==> src/rtl/float8_accumulator_if.sv <==
// Handshake bundle for float8_accumulator: term input stream and finished-sum output stream.
// A beat transfers on a rising edge where valid && ready; the source holds payload stable until then.
interface float8_accumulator_if #(
  parameter int COUNT_W = 4
);
  logic               in_valid;
  logic               in_ready;
  logic [7:0]         in_data;
  logic               in_last;
  logic               out_valid;
  logic               out_ready;
  logic [7:0]         out_data;
  logic [COUNT_W-1:0] out_count;
  logic               out_ovf;

  modport slave (
    input  in_valid, in_data, in_last, out_ready,
    output in_ready, out_valid, out_data, out_count, out_ovf
  );

  modport master (
    output in_valid, in_data, in_last, out_ready,
    input  in_ready, out_valid, out_data, out_count, out_ovf
  );
endinterface

==> src/rtl/float8_accumulator.sv <==
// Sequential float8 (1-3-4, bias 3) running-sum stage: one term per 4 cycles, sum emitted on last.
// Define FLOAT8_ACC_ROUND_EN for round-to-nearest-even; otherwise results truncate toward zero.
module float8_accumulator #(
  parameter int COUNT_W = 4
) (
  input  logic                clk,
  input  logic                rst,
  float8_accumulator_if.slave bus,
  output logic [2:0]          dbg_state_o
);

  typedef enum logic [2:0] {
    IDLE  = 3'd0,
    ALIGN = 3'd1,
    ADD   = 3'd2,
    NORM  = 3'd3,
    OUT   = 3'd4
  } state_t;

  state_t             state_q;
  logic [7:0]         in_q, acc_q;
  logic               last_q;
  logic [COUNT_W-1:0] count_q;
  logic               ovf_q;
  logic [7:0]         big_sig_q, small_sig_q;
  logic               big_s_q, small_s_q;
  logic [2:0]         exp_q;
  logic [8:0]         sum_q;
  logic               sum_s_q;

  // Align: significands are {1, frac, g, r, s}; zero-exponent operands flush to +0.
  logic       a_zero, b_zero, a_s, b_s;
  logic [7:0] a_sig, b_sig, small_pre, lost_mask;
  logic [2:0] diff;
  logic [7:0] big_sig_d, small_sig_d;
  logic       big_s_d, small_s_d;
  logic [2:0] exp_d;

  always_comb begin
    a_zero = (acc_q[6:4] == 3'd0);
    b_zero = (in_q[6:4] == 3'd0);
    a_sig  = a_zero ? 8'h00 : {1'b1, acc_q[3:0], 3'b000};
    b_sig  = b_zero ? 8'h00 : {1'b1, in_q[3:0], 3'b000};
    a_s    = acc_q[7] & ~a_zero;
    b_s    = in_q[7] & ~b_zero;
    if (acc_q[6:4] >= in_q[6:4]) begin
      big_sig_d = a_sig;  big_s_d = a_s;  exp_d = acc_q[6:4];
      small_pre = b_sig;  small_s_d = b_s;
      diff      = acc_q[6:4] - in_q[6:4];
    end else begin
      big_sig_d = b_sig;  big_s_d = b_s;  exp_d = in_q[6:4];
      small_pre = a_sig;  small_s_d = a_s;
      diff      = in_q[6:4] - acc_q[6:4];
    end
    // Exponent gap is at most 7, so every shifted-out bit folds into the sticky LSB.
    lost_mask   = (8'h01 << diff) - 8'h01;
    small_sig_d = (small_pre >> diff) | {7'd0, |(small_pre & lost_mask)};
  end

  logic [8:0] sum_d;
  logic       sum_s_d;

  always_comb begin
    if (big_s_q == small_s_q) begin
      sum_d   = {1'b0, big_sig_q} + {1'b0, small_sig_q};
      sum_s_d = big_s_q;
    end else if (big_sig_q >= small_sig_q) begin
      sum_d   = {1'b0, big_sig_q - small_sig_q};
      sum_s_d = big_s_q;
    end else begin
      sum_d   = {1'b0, small_sig_q - big_sig_q};
      sum_s_d = small_s_q;
    end
  end

  logic [2:0]        lead, shl;
  logic [7:0]        norm;
  logic [3:0]        frac;
  logic              g, st, rnd, is_zero, sat_d;
  logic signed [5:0] e_n, res_e;
  logic [9:0]        packed_r;
  logic [7:0]        acc_d;

  always_comb begin
    lead = 3'd0;
    for (int i = 0; i < 8; i++) begin
      if (sum_q[i]) lead = 3'(i);
    end
    shl     = 3'd7 - lead;
    norm    = sum_q[7:0] << shl;
    is_zero = ~sum_q[8] & ~norm[7];
    if (sum_q[8]) begin
      frac = sum_q[7:4];
      g    = sum_q[3];
      st   = |sum_q[2:0];
      e_n  = $signed({3'b000, exp_q}) + 6'sd1;
    end else begin
      frac = norm[6:3];
      g    = norm[2];
      st   = |norm[1:0];
      e_n  = $signed({3'b000, exp_q}) - $signed({3'b000, shl});
    end
`ifdef FLOAT8_ACC_ROUND_EN
    rnd = g & (st | frac[0]);
`else
    rnd = &{1'b0, g, st};
`endif
    // Exponent and fraction are added as one word so a rounding carry renormalises itself.
    packed_r = {e_n, frac} + {9'd0, rnd};
    res_e    = $signed(packed_r[9:4]);
    sat_d    = 1'b0;
    if (is_zero) begin
      acc_d = 8'h00;
    end else if (res_e > 6'sd7) begin
      acc_d = {sum_s_q, 7'h7f};
      sat_d = 1'b1;
    end else if (res_e < 6'sd1) begin
      acc_d = 8'h00;
    end else begin
      acc_d = {sum_s_q, res_e[2:0], packed_r[3:0]};
    end
  end

  always_ff @(posedge clk or posedge rst) begin
    if (rst) begin
      state_q     <= IDLE;
      in_q        <= '0;
      last_q      <= 1'b0;
      acc_q       <= '0;
      count_q     <= '0;
      ovf_q       <= 1'b0;
      big_sig_q   <= '0;
      small_sig_q <= '0;
      big_s_q     <= 1'b0;
      small_s_q   <= 1'b0;
      exp_q       <= '0;
      sum_q       <= '0;
      sum_s_q     <= 1'b0;
    end else begin
      case (state_q)
        IDLE: if (bus.in_valid) begin
          in_q    <= bus.in_data;
          last_q  <= bus.in_last;
          if (count_q != '1) count_q <= count_q + COUNT_W'(1);
          state_q <= ALIGN;
        end
        ALIGN: begin
          big_sig_q   <= big_sig_d;
          small_sig_q <= small_sig_d;
          big_s_q     <= big_s_d;
          small_s_q   <= small_s_d;
          exp_q       <= exp_d;
          state_q     <= ADD;
        end
        ADD: begin
          sum_q   <= sum_d;
          sum_s_q <= sum_s_d;
          state_q <= NORM;
        end
        NORM: begin
          acc_q   <= acc_d;
          if (sat_d) ovf_q <= 1'b1;
          state_q <= last_q ? OUT : IDLE;
        end
        OUT: if (bus.out_ready) begin
          acc_q   <= '0;
          count_q <= '0;
          ovf_q   <= 1'b0;
          state_q <= IDLE;
        end
        default: state_q <= IDLE;
      endcase
    end
  end

  assign bus.in_ready  = (state_q == IDLE) & ~rst;
  assign bus.out_valid = (state_q == OUT);
  assign bus.out_data  = acc_q;
  assign bus.out_count = count_q;
  assign bus.out_ovf   = ovf_q;
  assign dbg_state_o   = state_q;

endmodule

==> src/flat_wrapper.sv <==
// flat-port wrapper written by rule: the top's interface ports become plain ports
module float8_accumulator_flat 
#(
  parameter int COUNT_W = 4
)
  (clk, rst, dbg_state_o, bus_in_valid, bus_in_data, bus_in_last, bus_out_ready, bus_in_ready, bus_out_valid, bus_out_data, bus_out_count, bus_out_ovf);
  float8_accumulator_if #(.COUNT_W(COUNT_W)) bus_i ();
  input  logic clk;
  input  logic rst;
  output logic [2:0] dbg_state_o;
  input wire logic [$bits(bus_i.in_valid)-1:0] bus_in_valid;
  input wire logic [$bits(bus_i.in_data)-1:0] bus_in_data;
  input wire logic [$bits(bus_i.in_last)-1:0] bus_in_last;
  input wire logic [$bits(bus_i.out_ready)-1:0] bus_out_ready;
  output wire logic [$bits(bus_i.in_ready)-1:0] bus_in_ready;
  output wire logic [$bits(bus_i.out_valid)-1:0] bus_out_valid;
  output wire logic [$bits(bus_i.out_data)-1:0] bus_out_data;
  output wire logic [$bits(bus_i.out_count)-1:0] bus_out_count;
  output wire logic [$bits(bus_i.out_ovf)-1:0] bus_out_ovf;
  assign bus_i.in_valid = bus_in_valid;
  assign bus_i.in_data = bus_in_data;
  assign bus_i.in_last = bus_in_last;
  assign bus_i.out_ready = bus_out_ready;
  assign bus_in_ready = bus_i.in_ready;
  assign bus_out_valid = bus_i.out_valid;
  assign bus_out_data = bus_i.out_data;
  assign bus_out_count = bus_i.out_count;
  assign bus_out_ovf = bus_i.out_ovf;
  float8_accumulator #(.COUNT_W(COUNT_W)) u_core (.clk(clk), .rst(rst), .bus(bus_i), .dbg_state_o(dbg_state_o));
endmodule
==> config.mk <==
export PLATFORM = sky130hd
export DESIGN_NAME = float8_accumulator_flat
export DESIGN_NICKNAME = d
export VERILOG_FILES = /design/src/rtl/float8_accumulator_if.sv /design/src/rtl/float8_accumulator.sv /design/src/flat_wrapper.sv
export SDC_FILE = /design/constraint.sdc
export NUM_CORES = 1
export LEC_CHECK = 0
export BUFFER_PORTS_ARGS = -buffer_cell sky130_fd_sc_hd__buf_4
export CORE_ASPECT_RATIO = 1.1
export CORE_MARGIN = 2
export CORE_UTILIZATION = 55
export CTS_CLUSTER_DIAMETER = 50
export DETAILED_ROUTE_END_ITERATION = 8
export MAX_ROUTING_LAYER = met4
export PLACE_DENSITY = 0.71
export SKIP_LAST_GASP = 1
export SLEW_MARGIN = 20
export SYNTH_ARGS = -nofsm -noshare
export SYNTH_HDL_FRONTEND = slang
export SYNTH_SLANG_ARGS = --single-unit
==> constraint.sdc <==
create_clock -name clk -period 7.2 [get_ports clk]
set_input_delay 2.16 -clock clk [delete_from_list [all_inputs] [get_ports clk]]
set_output_delay 2.16 -clock clk [all_outputs]
set_load 0.01 [all_outputs]
**After elaboration in Yosys (flattened, before gate mapping)**

Index checks and enable logic that the tools add are counted.

- $add $sub $neg: 10
- $mul: 0
- Divide/modulo/power cells: 0
- Magnitude comparators: 4
- Equality and inequality tests: 10
- Shift-type cells: 3
- Muxes and demuxes: 39
- Bitwise gates (word level): 11
- Reductions and logical operators: 11

Operators with widths:

| kind | count |
|---|---|
| $mux 8 | 9 |
| $mux 3 | 9 |
| $mux 4 | 4 |
| $pmux 8 s2 | 1 |
| $sub 8x8->8 | 2 |
| $pmux 3 s5 | 1 |
| $add 8x8->9 | 1 |
| $logic_not 3->1 | 3 |
| $mux 1 | 9 |
| $mux 9 | 1 |
| $and 8x8->8 | 1 |
| $ge 8x8->1 | 1 |
| $or 8x1->8 | 1 |
| $pmux 4 s2 | 1 |
| $reduce_or 8->1 | 1 |
| $shl 1x3->8 const A | 1 |
| $shl 8x3->8 | 1 |
| $shr 8x3->8 | 1 |
| $sub 8x1->8 const B | 1 |
| $eq 3x2->1 const B | 2 |
| $gt 6x4->1 const B | 1 |
| $lt 6x2->1 const B | 1 |
| $mux 6 | 1 |
| $reduce_and 2->1 | 3 |
| 19 further kinds | 31 |

- Register bits after elaboration: 56
- Latch bits: 0
- Memory bits (writable): 0
- Bits in read-only memories: 0
- Output and inout bits: 18
- Memories kept: 0

**Depth between registers and ports, before layout**

- Depth in word-level cells: 15
- Gate-level depth with buffers: 13

**Worst setup path after synthesis**

OpenSTA, ideal clock, no wires.

- Path kind: input -> output
- Start: input rst
- End: output bus_in_ready
- Arrival time: 2,513 ps
- Slack: 2,527 ps
- Cell stages on the path: 1
- Cells stage by stage: nor4_1

- Cells in the longest elaborated chain, start to end: 2

Ends and longest elaborated chain:

| what | line | RTL |
|---|---|---|
| start: declaration | flat_wrapper.sv:9 | `input logic rst;` |
| $not 1->1 | float8_accumulator.sv:176 | `assign bus.in_ready = (state_q == IDLE) & ~rst;` |
| $and 1x1->1 | float8_accumulator.sv:176 |  |
| end: declaration | flat_wrapper.sv:15 | `output wire logic [$bits(bus_i.in_ready)-1:0] bus_in_ready;` |

Every way passes these cells.

**Worst setup path after layout**

Ends and elaborated chain as after synthesis.

==> impl_metrics.json <==
{
  "worst_slew_pin_slew_ps": 910,
  "ys.flop_type": "dfrtp_1",
  "hold_buffers": 0,
  "post_cts_buffers": 0,
  "clk_latency_ps": 320,
  "grt_start_max_net_pins": 54,
  "cts_tree": "built",
  "syn_nets": 505,
  "die_h_um": 93.3,
  "hold_violations": 0,
  "synth_top_area_share_pct": 33.3,
  "area_growth_pct": 9.48,
  "status": "finished, final reports clean",
  "cts.clk_slew.worst_paths_ps": 100,
  "fin_crit_sh_pct": 66.2,
  "port-buffer-count": 30,
  "synth_seq_area_share_pct": 33.3,
  "async_flop_share_pct": 100,
  "maxCapViolCount": 0,
  "detail_route.wl_per_cell_um": 16.8,
  "clock_path_buffers": 2,
  "grtUsageTotal_pct": 25.3,
  "synth_area_leaders": "dfrtp_1, ha_1, nand2_1",
  "ys_ff_latch": 53,
  "drtAntennaViolNets": 0,
  "arrival_ps": 2610,
  "avgSynthCellArea_um2": 8.62,
  "start_util_pct": 56.9,
  "hpwl_um": 7230,
  "synthCells": 462,
  "fin_crit_ps": 4770,
  "gp_congestion": 0.910,
  "root_buffer": "clkbuf_8",
  "final_core_util_pct": 62.3,
  "drt-total-wl_um": 9520,
  "finalNetCount": 523,
  "diodes": 0,
  "drt_iter0_drc": 305,
  "finalSetupViolCount": 0,
  "antenna_found_initial": 0,
  "rsz0062_at_grt": "false",
  "clock_skew_ps": 12.4,
  "relSlewSlack_pct": 39.3,
  "wl_met3_um": 470,
  "numCtsBuffers": 5,
  "drc": 0,
  "num-fill-cells": 610,
  "cp.required_ps": 5040,
  "hold_class": "flip-flop to flip-flop",
  "synth.distinct_cells": 68,
  "io_pins": 31,
  "clock-sinks": 53,
  "worstSetupPathType": "primary input to output port",
  "startpoint_type": "primary input",
  "yosys_warnings": 0,
  "die_x_um": 85.1,
  "cts_resized": 0,
  "slew_violations": 0,
  "topRoutingLayerUsed": "met4",
  "dr.pass1.iters": 4,
  "critPathCaptureType": "output port",
  "cts_max_level": 2,
  "dieArea_mm2": 0.00794,
  "synth_area_leader_cell": "dfrtp_1",
  "synth_area_mm2": 0.00398,
  "grt_pass1_vias": 3227,
  "fmax_mhz": 210,
  "final_common_cell": "nand2_1",
  "vias": 3472,
  "whs_ps": 502,
  "wl_met1_um": 4260,
  "core_mm2": 0.00701,
  "worstPathMaxFanout": 2,
  "grt_pass1_wl_um": 15700,
  "final_cell_mix": "nand2_1, dfrtp_1, inv_1",
  "fin_setup_tns_ps": 0,
  "num_rows": 32,
  "grt_overflow_total": 0,
  "drive_above_1_share_pct": 13.5,
  "synth_edf_count": 0,
  "wl_met2_um": 4660,
  "avgViaCountPerCell": 6.13
}
==> area by class of cell <==
class	instances	area [µm²]	share of cell area, %
multi-input combinational	348	2430	55.7
sequential	53	1330	30.4
timing repair buffer	31	233	5.34
inverter	41	155	3.56
tap	85	106	2.44
clock buffer	5	68.8	1.58
clock inverter	3	43.8	1.00
==> layer usage <==
metal	vias up	track usage (%)
li1	1689	-
met3	12	3.18
met4	0	6.48
met2	108	41.7
met1	1663	33.4
met5	-	-
==> Yosys cell counts, drive strengths merged, types with 3 or more instances <==
cell type	n
mux2	13
or3	4
clkbuf	12
nand2	56
a21oi	27
o21ai	36
o31a	6
a21o	3
nor3	9
dfrtp	53
buf	8
a221oi	7
fa	5
o22ai	5
xor2	3
mux2i	12
a31oi	11
nor2	38
o211ai	5
ha	25
nor2b	6
o31ai	5
xnor2	7
inv	41
o21a	5
nand3	13
==> worst max-delay path: stages <==
cell,delay (ps)
buf_4,120
nor4_1,160
buf_4,170
==> sequential cells by signal, indices dropped and copies added (netlist names) <==
| name | cells |
|---|---|
| u_core.bus.out_ovf | 1 |
| u_core.big_s_q | 1 |
| u_core.exp_q | 3 |
| u_core.small_s_q | 1 |
| u_core.bus.out_count | 4 |
| u_core.dbg_state_o | 3 |
| u_core.in_q | 8 |
| u_core.last_q | 1 |
| u_core.sum_q | 9 |
| u_core.big_sig_q | 5 |
| u_core.small_sig_q | 8 |
| u_core.bus.out_data | 8 |
| u_core.sum_s_q | 1 |
==> logic make-up after synthesis <==
kind of cell | Yosys count | synth area share (%)
mux | 26 | 7.98
simple gates | 144 | 16.7
compound gates | 138 | 23.2
fa+ha+maj | 30 | 10.4
buf+inv | 61 | 6.25
xor+xnor | 10 | 2.20
flops | 53 | 33.3
==> through the flow <==
stage,setup slack (ps),area (µm²),instances
after floorplan,2530,3980,462
after global placement,2430,4240,558
after detailed placement,2440,4240,558
after CTS,2420,4350,566
after global routing,2390,4360,566
final,2430,4360,566
==> worst paths after layout <==
path	start	endpoint	slack [ps]	depth (start not counted)
max in group asynchronous	rst	u_core.exp_q[2]$_DFFE_PP0P_	4640	2
setup reg to reg	u_core.bus.out_data[4]$_DFFE_PP0P_	u_core.small_sig_q[1]$_DFFE_PP0P_	4060	8
setup / recovery	rst	bus_in_ready	2430	3
min in group asynchronous	rst	u_core.in_q[7]$_DFFE_PP0P_	2020	2
hold / removal	u_core.sum_s_q$_DFFE_PP0P_	u_core.sum_s_q$_DFFE_PP0P_	500	2
hold reg to reg	u_core.sum_s_q$_DFFE_PP0P_	u_core.sum_s_q$_DFFE_PP0P_	500	2
Power is left out: the tool's default activity adds up to more than one toggle a clock period on the data nets, which glitch-free logic cannot reach.
